[src/rtl/alram_rdstream.sv]
// alram_rdstream: read sequencer + stream adapter for the 256b x 32 dual-port RAM.
// A start command issues a burst of read addresses, the fixed 2-cycle RAM read
// latency is tracked by a tag pipe, and returned words land in a small FIFO that
// feeds a valid/ready stream. Reads are only issued while the FIFO plus the words
// in flight leave room, so backpressure never drops a returned word.
// Ports:
//   clk, rst          clock, synchronous active-high reset
//   start, base, len  burst request (honoured only when idle), first address, word count
//   busy, done        burst in progress, one-cycle completion pulse
//   ra, rdo           RAM read address (registered), RAM read data (2-cycle latency)
//   odat, ovld, olast stream data / valid / last-word marker
//   ordy              stream ready from the consumer
module alram_rdstream #(
  parameter int unsigned WID  = 256,
  parameter int unsigned AWID = 5,
  parameter int unsigned DEP  = 1 << AWID,
  parameter int unsigned FDEP = 4
) (
  input  logic            clk,
  input  logic            rst,
  input  logic            start,
  input  logic [AWID-1:0] base,
  input  logic [AWID:0]   len,
  output logic            busy,
  output logic            done,
  output logic [AWID-1:0] ra,
  input  logic [WID-1:0]  rdo,
  output logic [WID-1:0]  odat,
  output logic            ovld,
  output logic            olast,
  input  logic            ordy
);

  localparam int unsigned LW = AWID + 1;           // burst length / issue counter width
  localparam int unsigned CW = $clog2(FDEP + 1);   // FIFO occupancy width
  localparam int unsigned IW = $clog2(FDEP);       // FIFO entry index width
  localparam int unsigned TW = CW + 1;             // credit arithmetic width

  typedef enum logic [1:0] {S_IDLE, S_ISSUE, S_DRAIN, S_FIN} state_t;

  state_t          state;
  logic [LW-1:0]   len_q;
  logic [LW-1:0]   icnt;          // reads issued so far in this burst
  logic [2:0]      pv;            // in-flight valid tags: [0]=issue, [1]=s1, [2]=s2
  logic [2:0]      pl;            // matching last-word tags
  logic [WID:0]    q [FDEP];      // shift FIFO, entry 0 is the head; bit WID = last
  logic [CW-1:0]   cnt;

  logic            pop_c;
  logic            push_c;
  logic [TW-1:0]   inflight_c;
  logic            credit_c;
  logic [LW-1:0]   icnt_inc_c;
  logic            issue_c;
  logic            issue_last_c;
  logic [AWID-1:0] ra_nxt_c;
  logic [CW-1:0]   cnt_nxt_c;
  logic [IW-1:0]   widx_c;
  logic            head_last_c;

  assign odat = q[0][WID-1:0];

  // Issue decision, credit check and FIFO bookkeeping for the coming edge.
  always_comb begin
    pop_c        = ovld & ordy;
    push_c       = pv[2];
    inflight_c   = TW'(pv[0]) + TW'(pv[1]) + TW'(pv[2]);
    // A pop this cycle frees a slot at the same edge the new read enters the pipe.
    credit_c     = (TW'(cnt) + inflight_c - TW'(pop_c)) < TW'(FDEP);
    icnt_inc_c   = icnt + LW'(1);
    issue_c      = 1'b0;
    issue_last_c = 1'b0;
    ra_nxt_c     = ra;
    case (state)
      S_IDLE: begin
        if (start && (len != '0)) begin
          issue_c      = 1'b1;
          issue_last_c = (len == LW'(1));
          ra_nxt_c     = base;
        end
      end
      S_ISSUE: begin
        if (credit_c) begin
          issue_c      = 1'b1;
          issue_last_c = (icnt_inc_c == len_q);
          ra_nxt_c     = AWID'((int'(ra) + 1) % int'(DEP));
        end
      end
      default: ;
    endcase
    cnt_nxt_c = cnt + CW'(push_c) - CW'(pop_c);
    widx_c    = pop_c ? IW'(cnt - CW'(1)) : IW'(cnt);
    // Last flag of the entry that will sit at the head after this edge.
    if (pop_c) head_last_c = (cnt > CW'(1)) ? q[1][WID] : pl[2];
    else       head_last_c = (cnt == '0)    ? pl[2]     : q[0][WID];
  end

  // FSM, address issue, tag pipe and output FIFO.
  always_ff @(posedge clk) begin
    if (rst) begin
      state <= S_IDLE;
      busy  <= 1'b0;
      done  <= 1'b0;
      ra    <= '0;
      ovld  <= 1'b0;
      olast <= 1'b0;
      cnt   <= '0;
      pv    <= '0;
      pl    <= '0;
      len_q <= '0;
      icnt  <= '0;
      for (int unsigned i = 0; i < FDEP; i++) q[IW'(i)] <= '0;
    end else begin
      pv    <= {pv[1:0], issue_c};
      pl    <= {pl[1:0], issue_c & issue_last_c};
      if (issue_c) ra <= ra_nxt_c;

      cnt   <= cnt_nxt_c;
      ovld  <= (cnt_nxt_c != '0);
      olast <= (cnt_nxt_c != '0) & head_last_c;
      if (pop_c) begin
        for (int unsigned i = 0; i < FDEP - 1; i++) q[IW'(i)] <= q[IW'(i + 1)];
      end
      if (push_c) q[widx_c] <= {pl[2], rdo};

      done <= 1'b0;
      case (state)
        S_IDLE: begin
          if (start) begin
            len_q <= len;
            if (len == '0) begin
              state <= S_FIN;
              done  <= 1'b1;
            end else begin
              state <= (len == LW'(1)) ? S_DRAIN : S_ISSUE;
              busy  <= 1'b1;
              icnt  <= LW'(1);
            end
          end
        end
        S_ISSUE: begin
          if (issue_c) begin
            icnt <= icnt_inc_c;
            if (issue_last_c) state <= S_DRAIN;
          end
        end
        S_DRAIN: begin
          if (pop_c && olast) begin
            state <= S_FIN;
            busy  <= 1'b0;
            done  <= 1'b1;
          end
        end
        S_FIN: state <= S_IDLE;
        default: state <= S_IDLE;
      endcase
    end
  end

endmodule

[config.mk]
export PLATFORM = sky130hd
export DESIGN_NAME = alram_rdstream
export DESIGN_NICKNAME = d
export VERILOG_FILES = /design/src/rtl/alram_rdstream.sv
export SDC_FILE = /design/constraint.sdc
export NUM_CORES = 2
export LEC_CHECK = 0
export CAP_MARGIN = 10
export CORE_AREA = 2 2 339 475
export DETAILED_ROUTE_END_ITERATION = 10
export DIE_AREA = 0 0 341 477
export PLACE_DENSITY = 0.55
export SETUP_SLACK_MARGIN = 0.5
export SYNTH_ARGS = -nofsm -noshare
export SYNTH_HDL_FRONTEND = slang
export SYNTH_SLANG_ARGS = --single-unit
[constraint.sdc]
create_clock -name clk -period 26.5 [get_ports clk]
set_input_delay 7.95 -clock clk [delete_from_list [all_inputs] [get_ports clk]]
set_output_delay 7.95 -clock clk [all_outputs]
set_load 0.02 [all_outputs]
# After elaboration in Yosys (flattened, before gate mapping)
# Memories as Yosys holds them, arrays and structs flattened.
# Index checks and enable logic that the tools add are counted.
[op_classes]
div = 0
reduce_logical = 15
n_shift = 0
multipliers = 0
order_cmp = 2
n_mux = 46
eq_ne = 12
bitwise = 6
n_addsub = 9
[op_table]
columns = ["op", "n"]
rows = [
  ["2-to-1 mux 257 bit", 4],
  ["OR reduction 257 bit", 1],
  ["2-to-1 mux 1 bit", 22],
  ["2-to-1 mux 6 bit", 3],
  ["2-to-1 mux 2 bit", 8],
  ["AND reduction 4 bit", 4],
  ["inequality test 2 bit (second input constant)", 7],
  ["one-hot mux 6 bit (2 select lines)", 1],
  ["2-to-1 mux 5 bit", 2],
  ["one-hot mux 5 bit (2 select lines)", 1],
  ["one-hot mux 1 bit (2 select lines)", 4],
  ["one-hot mux 2 bit (4 select lines)", 1],
  ["adder 6 x 1 -> 6 bit (second input constant)", 1],
  ["equality test 6 x 1 -> 1 bit (second input constant)", 1],
  ["equality test 6 bit", 1],
  ["logical NOT 6 bit", 1],
  ["nonzero test 6 bit", 1],
  ["adder 5 x 1 -> 5 bit (second input constant)", 1],
  ["adder 3 x 3 -> 4 bit", 1],
  ["equality test 2 bit (second input constant)", 2],
  ["< comparator 4 x 3 -> 1 bit (second input constant)", 1],
  ["nonzero test 2 bit", 2],
  ["subtractor 4 x 1 -> 4 bit", 1],
  ["adder 2 x 1 -> 3 bit", 1],
  ["13 further kinds", 18],
]
[word_totals]
ramBits = 1028
latch_bits = 0
ff_bits = 32
word_cells = 102
rom_bits = 0
out_inout_bits = 265
memories = 1
inputBits = 271
[memory_table]
columns = ["memory", "words", "word_bits", "rd", "rd_clocked_by_memory_dff", "wr", "line", "rtl"]
rows = [
  ["q", 4, 257, 4, 0, 4, "46", "logic [WID:0] q [FDEP];"],
]

# Longest topological paths before layout
[logic_depth]
depth_word = 10
mapped_depth = 12
ltp_nobuf = 11

# Least setup slack after synthesis
# OpenSTA, ideal clock, no wires.
[synth_path]
path_kind = "input to register"
from = "input port ordy"
to = "memory q[0][0] (netlist name) (enable)"
setup_slack_ns = -1.055
cell_stages = 5
t_arrival_ns = 26.325
setup_ns = 1.230
required_time_ns = 25.270
path_buffers = 1
cell_sequence = "and2_1 buf_2 nor3_1 a31oi_1 o21ai_0"
[synth_lines]
columns = ["item", "line", "rtl"]
rows = [
  ["start, declared", "31", "input logic ordy"],
  ["end, declared", "46", ""],
]

==> impl_metrics.env <==
export IMPL_grt_pass1_wl_mm=181
export IMPL_start_kind="input pin"
export IMPL_finalHoldViolations=0
export IMPL_place_area_mm2=0.0525
export IMPL_critPathKind="input pin to flip-flop"
export IMPL_ios=536
export IMPL_avgSynthCellArea_um2=10.8
export IMPL_synth_seq_cells=1060
export IMPL_drt_initial_drc_count=2430
export IMPL_first_pass_iters=5
export IMPL_synth_top_flop_cell="edfxtp_1"
export IMPL_utilization=0.354
export IMPL_dpl_hpwl_mm=68.7
export IMPL_status="finished clean"
export IMPL_clock_sinks=1060
export IMPL_cts_root_buffer="clkbuf_16"
export IMPL_fill_cells=15600
export IMPL_via_per_inst=4.54
export IMPL_cts_resized=0
export IMPL_grt_overflow=0
export IMPL_finalWorstSetupSlack_ps=14330
export IMPL_setup_viol=0
export IMPL_final_common_cell="nand2_1"
export IMPL_die_y_um=477
export IMPL_yosysSeqAreaShare=0.667
export IMPL_syn_area_mm2=0.0472
export IMPL_die_x_um=341
export IMPL_regToRegSetupSlack_ps=21510
export IMPL_cts_tree="built"
export IMPL_post_drt_wl_per_cell_um=17.5
export IMPL_numCtsBuffers=109
export IMPL_crit_start="rst"
export IMPL_vdd_drop_max_mv=0.0598
export IMPL_cts_max_level=3
export IMPL_cts_hold_buffers=0
export IMPL_synth_cells=4390
export IMPL_synth_edff_count=1028
export IMPL_synthArstFlopShare=0
export IMPL_synth_cell_type_count=54
export IMPL_path_clk_slew_ps=60
export IMPL_whs_endpoint="pl[2]$_SDFF_PP0_"
export IMPL_crit_fanout=100
export IMPL_end_kind="flip-flop"
export IMPL_reg2reg_depth=8
export IMPL_fin_tns_setup_ps=0
export IMPL_rows=173
export IMPL_worstPathRequired_ps=26910
export IMPL_fin_worst_skew_ps=30.7
export IMPL_postRouteWirelength_mm=118
export IMPL_dp_slack_ps=13560
export IMPL_drive_gt1_frac=0.0466
export IMPL_max_freq_ghz=0.0822
export IMPL_whs_ps=434
export IMPL_slew_headroom=0.0682
export IMPL_clockBufferDepth=3
export IMPL_antenna_found_initial=18
export IMPL_rsz0062_at_grt="false"
export IMPL_grt_pass1_vias=29700
export IMPL_layout_common_cells="nand2_1, edfxtp_1, o21ai_0"
export IMPL_power_density_mw_per_mm2=78.6
export IMPL_yosysWarnings=0
export IMPL_min_path_cells=1
export IMPL_drv_cap=0
export IMPL_gp_congestion=0.749
export IMPL_post_cts_buffers=0
export IMPL_vias=30500
export IMPL_worst_pin_slew_ps=1400
export IMPL_syn_nets=4676
export IMPL_final_area_mm2=0.0560
export IMPL_cp_data_arrival_time_ps=12580
export IMPL_drc_errors=0
export IMPL_leakagePower_nw=18.4
export IMPL_finalMaxSlewViolations=0
export IMPL_nets=4808
export IMPL_timing_final_crit_share=0.459
export IMPL_hold_path_class="flip-flop to flip-flop"
export IMPL_clock_latency_ps=710
export IMPL_gr_usage_all_layers=0.142
export IMPL_reg2reg_to="q[0][130]$_DFFE_PP_"
export IMPL_grt_max_degree=257
export IMPL_portBuffers=535
export IMPL_hp_start="pl[1]$_SDFF_PP0_"
export IMPL_syn2layout_area_growth_pct=18.6
export IMPL_r2r_start="cnt[0]$_SDFF_PP0_"
export IMPL_coreArea_mm2=0.158
export IMPL_die_area_mm2=0.163
export IMPL_timing_final_crit_period_ps=12170
export IMPL_ant_nets=0
export IMPL_floorplan_initialDensity=0.298
-- cells in the mapped netlist, types with 2 or more instances --
cell type,instances,area [µm²]
nor2_1,20,75.1
nor3b_1,2,15.0
a31oi_1,2,12.5
a311oi_1,3,26.3
nand2b_1,5,31.3
clkbuf_1,228,856
a21oi_1,20,100
mux2i_1,3,30.0
inv_1,12,45.0
dfxtp_1,32,641
or3_1,2,12.5
a31o_2,2,17.5
edfxtp_1,1028,30900
a211oi_1,3,22.5
xor2_1,5,43.8
or2_2,2,12.5
nand2_1,1570,5890
o31ai_1,5,37.5
nor2b_1,9,56.3
or4_1,4,30.0
a22oi_1,3,22.5
nand4_1,3,18.8
nand3b_1,2,15.0
nand3_1,17,85.1
and2_1,260,1630
fa_1,2,40.0
buf_1,7,26.3
a21o_1,2,15.0
ha_1,13,163
o21ai_0,783,3920
buf_2,61,305
buf_4,256,1920
nor3_1,3,15.0
-- routing by layer --
layer  routed length [µm]  track usage
met1                54900        0.198
met2                52500        0.220
met5                  178            0
met4                 2620       0.0415
met3                 7690       0.0347
-- how the worst max path moves through the flow --
stage / to / slack (ps) / cells past startpoint
floorplan: q[0][0]$_DFFE_PP_ / 5890 / 5
global placement: q[0][130]$_DFFE_PP_ / 13620 / 8
detailed placement: q[0][212]$_DFFE_PP_ / 13560 / 8
CTS: q[0][176]$_DFFE_PP_ / 14380 / 8
global route: q[0][137]$_DFFE_PP_ / 13980 / 8
finish: q[0][130]$_DFFE_PP_ / 14330 / 8
-- flip-flops by register name, summed over array words and instances (netlist names) --
name   flops
ovld       1
pv         3
cnt        3
done       1
state      2
busy       1
pl         3
len_q      6
olast      1
q       1028
icnt       6
ra         5
-- worst max-delay path, cell delays in order --
cell             delay, ps
clkdlybuf4s50_1        390
buf_4                  250
nand2b_1               430
nor2_4                 770
buf_4                  840
buf_4                  820
buf_4                  660
o21ai_0                200
-- report_power, final --
part / internal (W) / total [W] / switching [W]
Combinational: 0.000239 / 0.000678 / 0.000439
Sequential: 0.00211 / 0.00219 / 0.0000791
Clock: 0.000864 / 0.00153 / 0.000667
-- layout make-up --
class / count / area (µm²) / area share
timing repair buffer: 573 / 5700 / 0.102
clock inverter: 63 / 549 / 0.00980
multi-input combinational: 2766 / 12600 / 0.225
clock buffer: 141 / 2950 / 0.0527
antenna: 4 / 10.0 / 0.000179
sequential: 1060 / 31500 / 0.562
tap: 2100 / 2630 / 0.0469
inverter: 12 / 45.0 / 0.000804
-- logic make-up after synthesis --
logic type               synth area share
AO/OA/AOI/OAI                      0.0919
XOR/XNOR                          0.00111
adder cells (fa/ha/maj)           0.00429
buffers and inverters              0.0668
flip-flops                          0.667
multiplexers                     0.000636
AND/OR/NAND/NOR                     0.168
-- through the flow --
step                      total power, W  instances
after global placement           0.00291       6511
after CTS                        0.00447       6715
final                            0.00440       6719
after floorplan                  0.00271       4390
after global routing             0.00460       6716
after detailed placement         0.00292       6511
Power figures use the tool's default switching activity.
